`src/rtl/npc_seq_pkg.sv`:
```
// Shared types and encodings for the NPC multi-cycle execution sequencer.
package npc_seq_pkg;

    typedef enum logic [2:0] {
        S_FETCH_REQ  = 3'd0,
        S_FETCH_WAIT = 3'd1,
        S_DECODE     = 3'd2,
        S_EXEC       = 3'd3,
        S_MEM_REQ    = 3'd4,
        S_MEM_WAIT   = 3'd5,
        S_WB         = 3'd6,
        S_HALT       = 3'd7
    } seq_state_t;

    localparam logic [1:0] PC_SEL_SEQ  = 2'd0;
    localparam logic [1:0] PC_SEL_JAL  = 2'd1;
    localparam logic [1:0] PC_SEL_JALR = 2'd2;

    localparam logic [1:0] HALT_EBREAK  = 2'd0;
    localparam logic [1:0] HALT_ILLEGAL = 2'd1;
    localparam logic [1:0] HALT_TIMEOUT = 2'd2;

    localparam logic [31:0] NOP_INSN = 32'h0000_0013;

    // Decoder branch code to PC mux select; reserved codes fall back to pc+4.
    function automatic logic [1:0] pc_sel_of(input logic [2:0] br);
        logic [1:0] sel;
        case (br)
            3'd1:    sel = PC_SEL_JAL;
            3'd2:    sel = PC_SEL_JALR;
            default: sel = PC_SEL_SEQ;
        endcase
        return sel;
    endfunction

    // States that wait on an external handshake.
    function automatic logic is_wait_state(input seq_state_t s);
        return (s == S_FETCH_REQ) || (s == S_FETCH_WAIT) ||
               (s == S_MEM_REQ)   || (s == S_MEM_WAIT);
    endfunction

endpackage

```
`src/rtl/exec_sequencer_watchdog.sv`:
```
// Wait-state watchdog: down-counter reloaded on every state change, flags
// expiry once the current wait state has lasted LIMIT cycles.
module seq_watchdog #(
    parameter int unsigned LIMIT = 255
) (
    input  logic clk,
    input  logic rst_n,
    input  logic active,
    input  logic clear,
    output logic expired
);
    localparam int unsigned CW = ($clog2(LIMIT + 1) > 8) ? $clog2(LIMIT + 1) : 8;
    localparam logic [CW-1:0] LOAD = CW'(LIMIT - 1);

    logic [CW-1:0] cnt;

    // Reload outside wait states or on a transition, otherwise count down to zero.
    always_ff @(posedge clk or negedge rst_n) begin
        if (!rst_n) begin
            cnt <= LOAD;
        end else if (!active || clear) begin
            cnt <= LOAD;
        end else if (cnt != '0) begin
            cnt <= cnt - CW'(1);
        end
    end

    assign expired = active && (cnt == '0);

endmodule

```
`src/rtl/exec_sequencer.sv`:
```
// NPC multi-cycle execution sequencer: fetch, decode, execute, memory and
// writeback, one instruction at a time.
// Optional build macro SEQ_TIMEOUT_EN adds a wait-state watchdog that halts
// with cause 2 after TIMEOUT_CYCLES cycles in one wait state.
//
// state        | meaning
// -------------+--------------------------------------------------
// FETCH_REQ    | imem request held until accepted
// FETCH_WAIT   | waiting for instruction, latched into ir
// DECODE       | decoder settles; illegal/ebreak halt here
// EXEC         | ALU settles; loads/stores branch to memory
// MEM_REQ      | dmem request held until accepted
// MEM_WAIT     | waiting for load data / store completion
// WB           | single-cycle retire: pc_we, rf_we, instret++
// HALT         | absorbing stop, only reset exits
module exec_sequencer
    import npc_seq_pkg::*;
#(
    parameter int unsigned XLEN           = 64,
    parameter int unsigned TIMEOUT_CYCLES = 255
) (
    input  logic            clk,
    input  logic            rst_n,
    output logic            imem_req_valid,
    input  logic            imem_req_ready,
    input  logic            imem_rsp_valid,
    input  logic [31:0]     imem_rsp_data,
    output logic [31:0]     ir,
    input  logic            dec_reg_wr,
    input  logic [2:0]      dec_branch,
    input  logic            dec_is_load,
    input  logic            dec_is_store,
    input  logic            dec_is_ebreak,
    input  logic            dec_illegal,
    output logic            dmem_req_valid,
    output logic            dmem_req_we,
    input  logic            dmem_req_ready,
    input  logic            dmem_rsp_valid,
    output logic            pc_we,
    output logic [1:0]      pc_sel,
    output logic            rf_we,
    output logic            wb_sel,
    output logic            halt,
    output logic [1:0]      halt_cause,
    output logic [XLEN-1:0] instret
);

    seq_state_t state, state_nx;
    logic       wd_expired;

`ifdef SEQ_TIMEOUT_EN
    seq_watchdog #(
        .LIMIT (TIMEOUT_CYCLES)
    ) u_watchdog (
        .clk     (clk),
        .rst_n   (rst_n),
        .active  (is_wait_state(state)),
        .clear   (state_nx != state),
        .expired (wd_expired)
    );
`else
    localparam int unsigned UNUSED_TIMEOUT = TIMEOUT_CYCLES;
    assign wd_expired = 1'b0;
`endif

    // State register.
    always_ff @(posedge clk or negedge rst_n) begin
        if (!rst_n) begin
            state <= S_FETCH_REQ;
        end else begin
            state <= state_nx;
        end
    end

    // Next-state logic; watchdog expiry overrides any wait-state progress.
    always_comb begin
        state_nx = state;
        case (state)
            S_FETCH_REQ:  if (imem_req_ready) state_nx = S_FETCH_WAIT;
            S_FETCH_WAIT: if (imem_rsp_valid) state_nx = S_DECODE;
            S_DECODE:     state_nx = (dec_illegal || dec_is_ebreak) ? S_HALT : S_EXEC;
            S_EXEC:       state_nx = (dec_is_load || dec_is_store) ? S_MEM_REQ : S_WB;
            S_MEM_REQ:    if (dmem_req_ready) state_nx = S_MEM_WAIT;
            S_MEM_WAIT:   if (dmem_rsp_valid) state_nx = S_WB;
            S_WB:         state_nx = S_FETCH_REQ;
            S_HALT:       state_nx = S_HALT;
            default:      state_nx = S_FETCH_REQ;
        endcase
        if (wd_expired && is_wait_state(state)) begin
            state_nx = S_HALT;
        end
    end

    // Moore strobes decoded from the current state only.
    always_comb begin
        imem_req_valid = 1'b0;
        dmem_req_valid = 1'b0;
        dmem_req_we    = 1'b0;
        pc_we          = 1'b0;
        pc_sel         = PC_SEL_SEQ;
        rf_we          = 1'b0;
        wb_sel         = 1'b0;
        halt           = 1'b0;
        case (state)
            S_FETCH_REQ: imem_req_valid = 1'b1;
            S_MEM_REQ: begin
                dmem_req_valid = 1'b1;
                dmem_req_we    = dec_is_store;
            end
            S_WB: begin
                rf_we  = dec_reg_wr & ~dec_is_store;
                wb_sel = dec_is_load;
                pc_we  = 1'b1;
                pc_sel = pc_sel_of(dec_branch);
            end
            S_HALT:  halt = 1'b1;
            default: ;
        endcase
    end

    // Instruction register: captured only on a response in FETCH_WAIT.
    always_ff @(posedge clk or negedge rst_n) begin
        if (!rst_n) begin
            ir <= NOP_INSN;
        end else if (state == S_FETCH_WAIT && imem_rsp_valid) begin
            ir <= imem_rsp_data;
        end
    end

    // Retired-instruction counter, wraps naturally.
    always_ff @(posedge clk or negedge rst_n) begin
        if (!rst_n) begin
            instret <= '0;
        end else if (state == S_WB) begin
            instret <= instret + {{(XLEN-1){1'b0}}, 1'b1};
        end
    end

    // Halt cause captured on entry to HALT; decode-time halts favour illegal.
    always_ff @(posedge clk or negedge rst_n) begin
        if (!rst_n) begin
            halt_cause <= HALT_EBREAK;
        end else if (state != S_HALT && state_nx == S_HALT) begin
            if (state == S_DECODE) begin
                halt_cause <= dec_illegal ? HALT_ILLEGAL : HALT_EBREAK;
            end else begin
                halt_cause <= HALT_TIMEOUT;
            end
        end
    end

endmodule

```
`config.mk`:
```
export PLATFORM = sky130hd
export DESIGN_NAME = exec_sequencer
export DESIGN_NICKNAME = d
export VERILOG_FILES = /design/src/rtl/npc_seq_pkg.sv /design/src/rtl/exec_sequencer_watchdog.sv /design/src/rtl/exec_sequencer.sv
export SDC_FILE = /design/constraint.sdc
export NUM_CORES = 1
export LEC_CHECK = 0
export BUFFER_PORTS_ARGS = -buffer_cell sky130_fd_sc_hd__buf_2
export CAP_MARGIN = 0
export CORE_MARGIN = 4
export CORE_UTILIZATION = 54
export DETAILED_ROUTE_END_ITERATION = 10
export GPL_TIMING_DRIVEN = 0
export PLACE_DENSITY = 0.83
export SETUP_SLACK_MARGIN = 0.2
export SYNTH_ARGS = -nofsm -noshare
export SYNTH_HDL_FRONTEND = slang
export SYNTH_SLANG_ARGS = --single-unit
```
`constraint.sdc`:
```
create_clock -name clk -period 4.6 [get_ports clk]
set_input_delay 1.38 -clock clk [delete_from_list [all_inputs] [get_ports clk]]
set_output_delay 1.38 -clock clk [all_outputs]
set_load 0.01 [all_outputs]
```
Word-level counts from Yosys, hierarchy flattened
Cells that the tools add are included.

Bits in registers: 101. Bits of input ports: 46. Logic and storage cells: 41. Output and inout port bits: 107.

Equal/unequal tests: 11. Add/subtract/negate cells: 1. Reduce and logical (&&, ||, !) cells: 5. Bitwise operators: 2. Mux-type cells: 18.

Operator list (number): $add A64 B1 Y64 const B (1); $pmux W3 S8 (1); $eq A3 B3 Y1 const B (5); $mux W3 (5); $eq A3 B2 Y1 const B (3); $mux W1 (8); $eq A3 B1 Y1 const B (2); $mux W2 (3); $pmux W2 S2 (1); $logic_not A3 Y1 (1); $ne A3 B3 Y1 const B (1); $logic_and A1 B1 Y1 (2); $logic_or A1 B1 Y1 (2); $and A1 B1 Y1 (1); $not A1 Y1 (1).

Logic depth before layout (Yosys ltp)
Gate-level depths: netlist of the first run.

Word-level depth: 5. Mapped depth: 7. Depth with buffers taken out: 6.

Worst setup path before layout of the first run
Ideal clock, no wire load.

Path type: input to output. From: input dec_branch[1]. To: output pc_sel[0]. Buffers on the path: 0. Data arrival time: 1.864 ns. Stages: 1. Slack: 1.356 ns. Data required time: 3.220 ns. Cell sequence: nor4b_1.

Cells in the longest elaborated chain, start to end: 3. Elaborated cells on any way between the ends: 4. Those cells by class: eq/ne (2); mux (2).

RTL lines: from (decl) (RTL line exec_sequencer.sv:30) `input logic [2:0] dec_branch,`; $eq A3 B2 Y1 or $eq A3 B1 Y1 (tied branches) (RTL line npc_seq_pkg.sv:28) `case (br)`; $pmux W2 S2 * (RTL line npc_seq_pkg.sv:28); $mux W2 * (RTL line exec_sequencer.sv:104) `case (state)`; to (decl) (RTL line exec_sequencer.sv:40) `output logic [1:0] pc_sel,`.

Every way passes the cells marked *; elsewhere a longest branch is shown, timed or not.

Worst setup path after layout of the first run
Same ends and word-level chain as after synthesis.

==> out/results.env, run 1 <==
CELL_TYPE_CONTRIBUTING_THE_MOST_TOTAL_CELL_AREA_AFTER_SYNTHESIS='dfrtp_1'
SYN_TO_FINAL_GROWTH_PCT=25.48
RSZ0062_AT_GRT='false'
DIE-HEIGHT_UM=99.47
DETAIL_ROUTE.VIAS_PER_CELL=5.368
WORST_PATH_MAX_DELAY_CELL='nor4b_1'
GRTUSAGETOTAL_PCT=22.75
CP_SLOWEST_STAGE_DELAY_NS=0.26
SYNTHESIS.NETS=434
GRT_PASS1_VIAS=3677
CTS_HOLD_BUFFERS=0
CLOCK_SKEW_NS=0.01731
COMB_POWER_SHARE_PCT=27.0
IR_WORST_VDD_uV=363.7
DRT-WIRELENGTH-PER-CELL_UM=16.13
CRIT_BUF_INV=2
NETSWITCHINGFRACTION_PCT=29.87
WORST_SETUP_HOLD_PATH_CLK_SLEW_NS=0.09
HP-CLASS='reg -> reg'
PATH_CELLS='buf_2 -> nor4b_1 -> buf_2'
STDCELL_COUNT=661
NUM_IO_PINS=153
CRITPATHTOPFAMILY='buffers and inverters'
POWER-PER-CELL-AREA_nW_PER_UM2=443.7
CLOCK_SINKS=101
SEQPWRFRAC_PCT=47.0
POSTROUTEWIRELENGTH_UM=10660
TIMING.CRITICAL_PATH.ARRIVAL_NS=1.93
DRC_ERRORS=0
SYN-MEAN-INSTANCE-AREA_UM2=11.67
CAP_VIOL_MAX_COUNT=0
SHARE_CLK_OF_TOTAL_POWER_PCT=26.0
CTS-ROOT-TO-SINK-BUFFERS=2
ANTENNA_VIOLATING_NETS_POST_ROUTE=0
TRITONCTS='yes'
RUN_STATUS='finished clean'
CTS_REPAIR_RESIZE_COUNT=0
SYNTH_INSTANCES=387
SYNTH.TOP_CELL.AREA_SHARE_PCT=54.28
PATH_CLASS='in -> out'
SETUP_SLACK_PLACEMENT_NS=1.283
POWER.NET_SWITCHING_W=0.0007513
FIN_WS_NS=1.294
P_INT_W=0.001764
WIRE_LENGTH_OF_THE_FIRST_GLOBAL_ROUTING_PASS_UM=17860
SYN-CELL-AREA_UM2=4518
CORE-AREA_UM2=8175
NUMBER_OF_ANTENNA_VIOLATIONS_AT_THE_FIRST_CHECK_IN_GLOBAL_ROUTING=0
FILLCELLCOUNT=643
DP_WIRELENGTH_UM=8090
POSTSYNTHREGISTERBITS=101
SYNTH_SEQ_AREA_SHARE_PCT=56.02
DRT_ITER0_DRC=102
SYNTH_MOST_COMMON_CELL='dfrtp_1'
CP_MAX_FO=2
DESIGN.DIE.AREA_UM2=9894
YS_TOP_CELLS_BY_AREA='dfrtp_1, mux2_2, xor2_1'
FINALSETUPVIOLATIONS=0
SYNTH_TOP_CELLS_BY_COUNT='dfrtp_1, xor2_1, mux2_2'
GRT_START_MAX_NET_PINS=60
FINAL_LAYOUT_SIZE_SUFFIX_GT1_SHARE_PCT=39.39
SYNTH_ENABLE_FLOP_CELLS=0
NUM_ANTENNA_CELLS=0
DP.CELLS=645
GLOBALROUTE.TOTALOVERFLOW=0
CHIPWIDTH_UM=99.47
FIN_HOLD_VIOLS=0
TIMING_MAX_TRANSITION_VIOLATIONS_FINAL=0
TIMING.SETUP.TNS_NS=0
NETLIST-CELL-TYPE-COUNT=36
CP-START-KIND='input pin'
TIGHTESTPINTRANSITION_NS=0.8141
SYNTH_FF_TYPE='dfrtp_1'
TIMING.SLEW.HEADROOM_PCT=45.28
POSTCTSSETUPREPAIRBUFS=0
DR_TOTAL_VIAS=3548
REQUIRED_NS=3.22
FINALCRITICALPERIOD_NS=3.306
CRIT_PATH_FREQUENT_CELL='buf_2'
SYNTHARSTFLOPSHARE_PCT=100.0
FMAXACHIEVABLE_MHz=302.5
YOSYSWARNINGS=0
H-TREE-DEPTH=3
START_UTIL_PCT=55.26
IO_BUFFERS=152
LAYOUT_NET_COUNT=598
DRT_FIRST_PASS_ITERS=4
POWER.STATIC_LEAKAGE_nW=2.907
WORST_SETUP_PATH_END_KIND='primary output'
FLOORPLAN_ROW_COUNT=33
NUMCTSBUFFERS=9
FINALPOWER_W=0.002516
FINAL.PERIOD_UTILIZATION_PCT=71.87
CLOCK_TREE.ROOT_CELL='clkbuf_8'
CLOCK_INSERTION_DELAY_WORST_SKEW_NS=0.37
ROUTABILITYCONGESTION=0.8972
## per-layer routing
layer	GRT usage, %	routed length [um]	vias to the layer above
met3	6.732	977	12
met5	0	0	-
li1	-	-	1679
met4	9.349	172	0
met1	27.08	4206	1709
met2	38.64	5305	148
## logic make-up (layout without fill, tap and decap cells)
| family | count (synthesis) | in the layout | share of synthesized area, % |
|---|---|---|---|
| AOI/OAI and AO/OA | 10 | 10 | 1.357 |
| xor gates and xnor gates | 63 | 63 | 12.21 |
| adders and majority gates | 1 | 1 | 0.2769 |
| buffers and inverters | 26 | 195 | 2.382 |
| DFF | 101 | 101 | 56.02 |
| muxes | 33 | 33 | 8.225 |
| and+or+nand+nor | 153 | 153 | 19.52 |
## power groups by stage
stage               clock [W]  combinational [W]  sequential (W)
finish               0.000653           0.000680         0.00118
global route         0.000705           0.000742         0.00121
CTS                  0.000668           0.000692         0.00118
detailed placement          0           0.000692         0.00120
global placement            0           0.000663         0.00119
floorplan                   0           0.000318         0.00127
## state kept, by name, indices dropped and copies added (netlist names)
| signal | cells |
|---|---|
| instret | 64 |
| ir | 32 |
| state | 3 |
| halt_cause | 2 |
## stage by stage
stage | area (um^2) | hold WS, ns | utilization [%]
after detailed placement | 5433 | 0.4576 | 66.45
after floorplan | 4518 | 0.5039 | -
final | 5669 | 0.4665 | 69.35
after global routing | 5669 | 0.4724 | 69.35
after global placement | 5410 | 0.4513 | 66.18
after CTS | 5669 | 0.4693 | 69.35
## worst paths after layout
kind                               start          end  slack [ns]  cells after the start
setup / recovery           dec_branch[1]    pc_sel[0]        1.29                      3
hold / removal               instret[63]  instret[63]        0.47                      1
setup reg to reg                state[0]  instret[47]        2.15                      7
hold reg to reg              instret[63]  instret[63]        0.47                      1
max in group asynchronous          rst_n        ir[0]        2.76                      2
min in group asynchronous          rst_n  instret[36]        1.07                      1
## final cells by class
class	instances	area (um^2)	area share [%]
Timing Repair Buffer	153	783.3	13.82
Tap cell	105	131.4	2.317
Sequential cell	101	2531	44.65
Clock buffer	13	168.9	2.979
Inverter	12	45.04	0.7945
Buffer	14	62.56	1.104
Clock inverter	3	67.56	1.192
Multi-Input combinational cell	260	1879	33.15
## cells in the final DEF (no fill, tap or decap), types with 3 or more instances in the layout
cell and count:
mux2_2 33, and3_1 6, buf_1 3, dfrtp_1 98
nand3_1 21, nand2_1 27, nor2_1 18, and2_1 4
xor2_1 34, xnor2_1 29, dfstp_2 3, buf_2 153
nor4_1 15, a21oi_1 3, and4_1 4, clkbuf_1 9
clkbuf_8 12, nor4_2 3, nor3_1 17, or3_1 3
o21ai_0 4, nand4_1 18, or2_2 4, inv_1 12
No activity file was read; power rests on OpenSTA's default activity.
==> run 2, diff against run 1 <==
--- a/config.mk
+++ b/config.mk
@@ -8,10 +8,10 @@
 export BUFFER_PORTS_ARGS = -buffer_cell sky130_fd_sc_hd__buf_2
 export CAP_MARGIN = 0
 export CORE_MARGIN = 4
-export CORE_UTILIZATION = 54
+export CORE_UTILIZATION = 50
 export DETAILED_ROUTE_END_ITERATION = 10
 export GPL_TIMING_DRIVEN = 0
-export PLACE_DENSITY = 0.83
+export PLACE_DENSITY = 0.77
 export SETUP_SLACK_MARGIN = 0.2
 export SYNTH_ARGS = -nofsm -noshare
 export SYNTH_HDL_FRONTEND = slang
==> constraint.sdc (replaced) <==
create_clock -name clk -period 3.21 [get_ports clk]
set_input_delay 0.963 -clock clk [delete_from_list [all_inputs] [get_ports clk]]
set_output_delay 0.963 -clock clk [all_outputs]
set_load 0.01 [all_outputs]
==> run 2 against run 1 <==
Worst setup slack got worse by 0.72 ns. Sequential power grew 43%. Utilization shrank 5.3 points. Register-to-register slack got worse by 1.3 ns. Cell area is 1.0% lower. Critical endpoint is now dmem_req_we. Final cell count up 0.45%. Flip-flop and latch count is the same. Count of clock-buffer cells in the layout is 3 lower. Die area rose by 7.3%. Wire length decreased by 1.5%. Highest routed layer unchanged. Critical path type is now reg -> out. Hold slack gained 0.0070 ns.
==> out/results.env, run 2 (same netlist as run 1, synthesis figures left out) <==
RUN_STATUS='finished clean'  # unchanged
REG_TOP3='instret (64), ir (32), state (3)'  # unchanged
CLOCK_INSERTION_DELAY_WORST_SKEW_NS=0.35  # was 0.37 ns
TIMING.SETUP.TNS_NS=0  # unchanged
WIRE_LENGTH_OF_THE_FIRST_GLOBAL_ROUTING_PASS_UM=16930  # was 17,860 um
FIN_HOLD_VIOLS=0  # unchanged
WORSTHOLDSTART='instret[63]'  # unchanged
NUM_IO_PINS=153  # unchanged
CP-START-KIND='register'  # was input pin
DP_WIRELENGTH_UM=7865  # was 8090 um
WORST-R2R-SETUP-SLACK_NS=0.80  # was 2.15 ns
PATH_DEPTH=5  # was 3
TIMING_MAX_TRANSITION_VIOLATIONS_FINAL=0  # unchanged
POSTCTSSETUPREPAIRBUFS=0  # unchanged
FF2FF_PATH_DEPTH=7  # unchanged
CRITPATHTOPFAMILY='buffers and inverters'  # unchanged
CRIT-REG2REG-LAUNCH='state[0]'  # unchanged
DIE-HEIGHT_UM=103.1  # was 99.47 um
GRTUSAGETOTAL_PCT=20.38  # was 22.75%
PATH_CELLS='clkbuf_1 -> inv_1 -> nor3_1 -> and2_1 -> buf_2'  # was buf_2 -> nor4b_1 -> buf_2
START_UTIL_PCT=51.56  # was 55.26%
POWER.STATIC_LEAKAGE_nW=2.881  # was 2.907 nW
DR_TOTAL_VIAS=3501  # was 3,548
CAP_VIOL_MAX_COUNT=0  # unchanged
LAYOUT_NET_COUNT=598  # unchanged
CORE-AREA_UM2=8763  # was 8175 um^2
FINALSETUPVIOLATIONS=0  # unchanged
GRT_START_MAX_NET_PINS=68  # was 60
H-TREE-DEPTH=3  # unchanged
CP_SLOWEST_STAGE_DELAY_NS=0.36  # was 0.26 ns
ROUTABILITYCONGESTION=0.8334  # was 0.8972
WORST_SETUP_PATH_END_KIND='primary output'  # unchanged
POWER-PER-CELL-AREA_nW_PER_UM2=602.4  # was 443.7 nW/um^2
FINAL_LAYOUT_SIZE_SUFFIX_GT1_SHARE_PCT=39.39  # unchanged
DRC_ERRORS=0  # unchanged
GLOBALROUTE.TOTALOVERFLOW=0  # unchanged
HP-CLASS='reg -> reg'  # unchanged
MOSTFREQUENTLAYOUTCELLS='buf_2, dfrtp_1, xor2_1'  # unchanged
MIN_PATH_CELLS=1  # unchanged
DESIGN.DIE.AREA_UM2=10620  # was 9894 um^2
TIMING.CRITICAL_PATH.ARRIVAL_NS=1.67  # was 1.93 ns
FINALCOREUTILIZATION_PCT=64.03  # was 69.35%
GRT_PASS1_VIAS=3576  # was 3,677
REQUIRED_NS=2.25  # was 3.22 ns
WORST_PATH_MAX_DELAY_CELL='dfrtp_1'  # was nor4b_1
CP_MAX_FO=10  # was 2
CTS_REPAIR_RESIZE_COUNT=0  # unchanged
SYN_TO_FINAL_GROWTH_PCT=24.20  # was 25.48%
CTS_HOLD_BUFFERS=0  # unchanged
ENDPOINT_OF_THE_WORST_HOLD_PATH='instret[63]'  # unchanged
STDCELL_COUNT=664  # was 661
CLOCK_SINKS=101  # unchanged
FMAXACHIEVABLE_MHz=379.1
DETAIL_ROUTE.VIAS_PER_CELL=5.273  # was 5.368
DP.CELLS=648  # was 645
CLOCK_SKEW_NS=0.009541  # was 0.01731 ns
LARGEST_REGISTER='instret'  # unchanged
RSZ0062_AT_GRT='false'  # unchanged
NUMCTSBUFFERS=9  # unchanged
ANTENNA_VIOLATING_NETS_POST_ROUTE=0  # unchanged
PATH_CLASS='reg -> out'  # was in -> out
LARGEST_REG_FLOPS=64  # unchanged
NUM_ANTENNA_CELLS=0  # unchanged
FINALPOWER_W=0.003380  # was 0.002516 W
IO_BUFFERS=152  # unchanged
CRIT_BUF_INV=3  # was 2
NUMBER_OF_ANTENNA_VIOLATIONS_AT_THE_FIRST_CHECK_IN_GLOBAL_ROUTING=0  # unchanged
WORST_SETUP_HOLD_PATH_CLK_SLEW_NS=0.09  # about the same
DRT-WIRELENGTH-PER-CELL_UM=15.81  # was 16.13 um
DRT_FIRST_PASS_ITERS=4  # unchanged
POSTROUTEWIRELENGTH_UM=10500  # was 10,660 um
CTS-ROOT-TO-SINK-BUFFERS=2  # unchanged
FLOORPLAN_ROW_COUNT=34  # was 33
CLOCK_TREE.ROOT_CELL='clkbuf_8'  # unchanged
IR_WORST_VDD_uV=433.3  # was 363.7 uV
TIMING.SLEW.HEADROOM_PCT=42.00  # was 45.28%
CHIPWIDTH_UM=103.1  # was 99.47 um
FINALCRITICALPERIOD_NS=2.638
TRITONCTS='yes'  # unchanged
MOSTFREQUENTLAYOUTCELL='buf_2'  # unchanged
WORSTREG2REGEND='instret[61]'  # was instret[47]
TIGHTESTPINTRANSITION_NS=0.8628  # was 0.8141 ns
DRT_ITER0_DRC=104  # was 102
FINAL.PERIOD_UTILIZATION_PCT=82.17
run 2: cell count changes in the layout (fill, tap and decap cells not counted):
cell,previous run,this run
clkbuf_8,12,9
buf_12,1,0
clkinv_2,0,3
clkinv_4,0,2
buf_16,0,1
bufinv_16,2,0
run 2: layer usage:
layer	GRT usage [%]	vias up	wire, um
met3	4.263	13	718
met4	7.171	0	148
met1	25.98	1686	4413
met5	0	-	0
met2	34.44	123	5216
li1	-	1679	-
run 2: cell type report:
| type | count | area (um^2) |
|---|---|---|
| plain buffers | 14 | 62.56 |
| clock buffers | 10 | 127.6 |
| clock inverters | 6 | 40.04 |
| fillers | 726 | 3152 |
| inverters | 12 | 45.04 |
| multi-input cells | 260 | 1879 |
| flip-flops and latches | 101 | 2531 |
| well taps | 108 | 135.1 |
| repair buffers | 153 | 790.8 |
run 2: worst register-to-register path, cell delays in order (launching register included):
cell,delay (ns)
dfrtp_1,0.38
nand3b_1,0.18
buf_2,0.21
nor4_4,0.51
nand4_1,0.24
buf_2,0.26
nor4_1,0.38
xor2_1,0.18
run 2: power breakdown:
part / switching [W] / internal, W / leakage (nW)
Sequential: 0.000150 / 0.00154 / 1.33
Clock: 0.000426 / 0.000281 / 0.0860
Combinational: 0.000498 / 0.000484 / 1.47
Total: 0.00107 / 0.00231 / 2.88
run 2: stage by stage:
step	area, um^2	setup slack [ns]	hold slack [ns]
after floorplan	4518	0.7996	0.5039
after global placement	5414	0.1641	0.4562
after detailed placement	5444	0.6363	0.4584
after CTS	5612	0.5651	0.4760
after global routing	5612	0.4003	0.4790
final	5612	0.5723	0.4735
run 2: how the worst max path moves through the flow:
stage / startpoint / end / slack, ns
2_1_floorplan: dec_branch[1] / pc_sel[0] / 0.80
3_3_place_gp: rst_n / instret[6] / 0.16
3_5_place_dp: imem_rsp_valid / ir[18] / 0.64
4_1_cts: state[2] / dmem_req_we / 0.57
5_1_grt: state[2] / dmem_req_we / 0.40
6_report: state[2] / dmem_req_we / 0.57
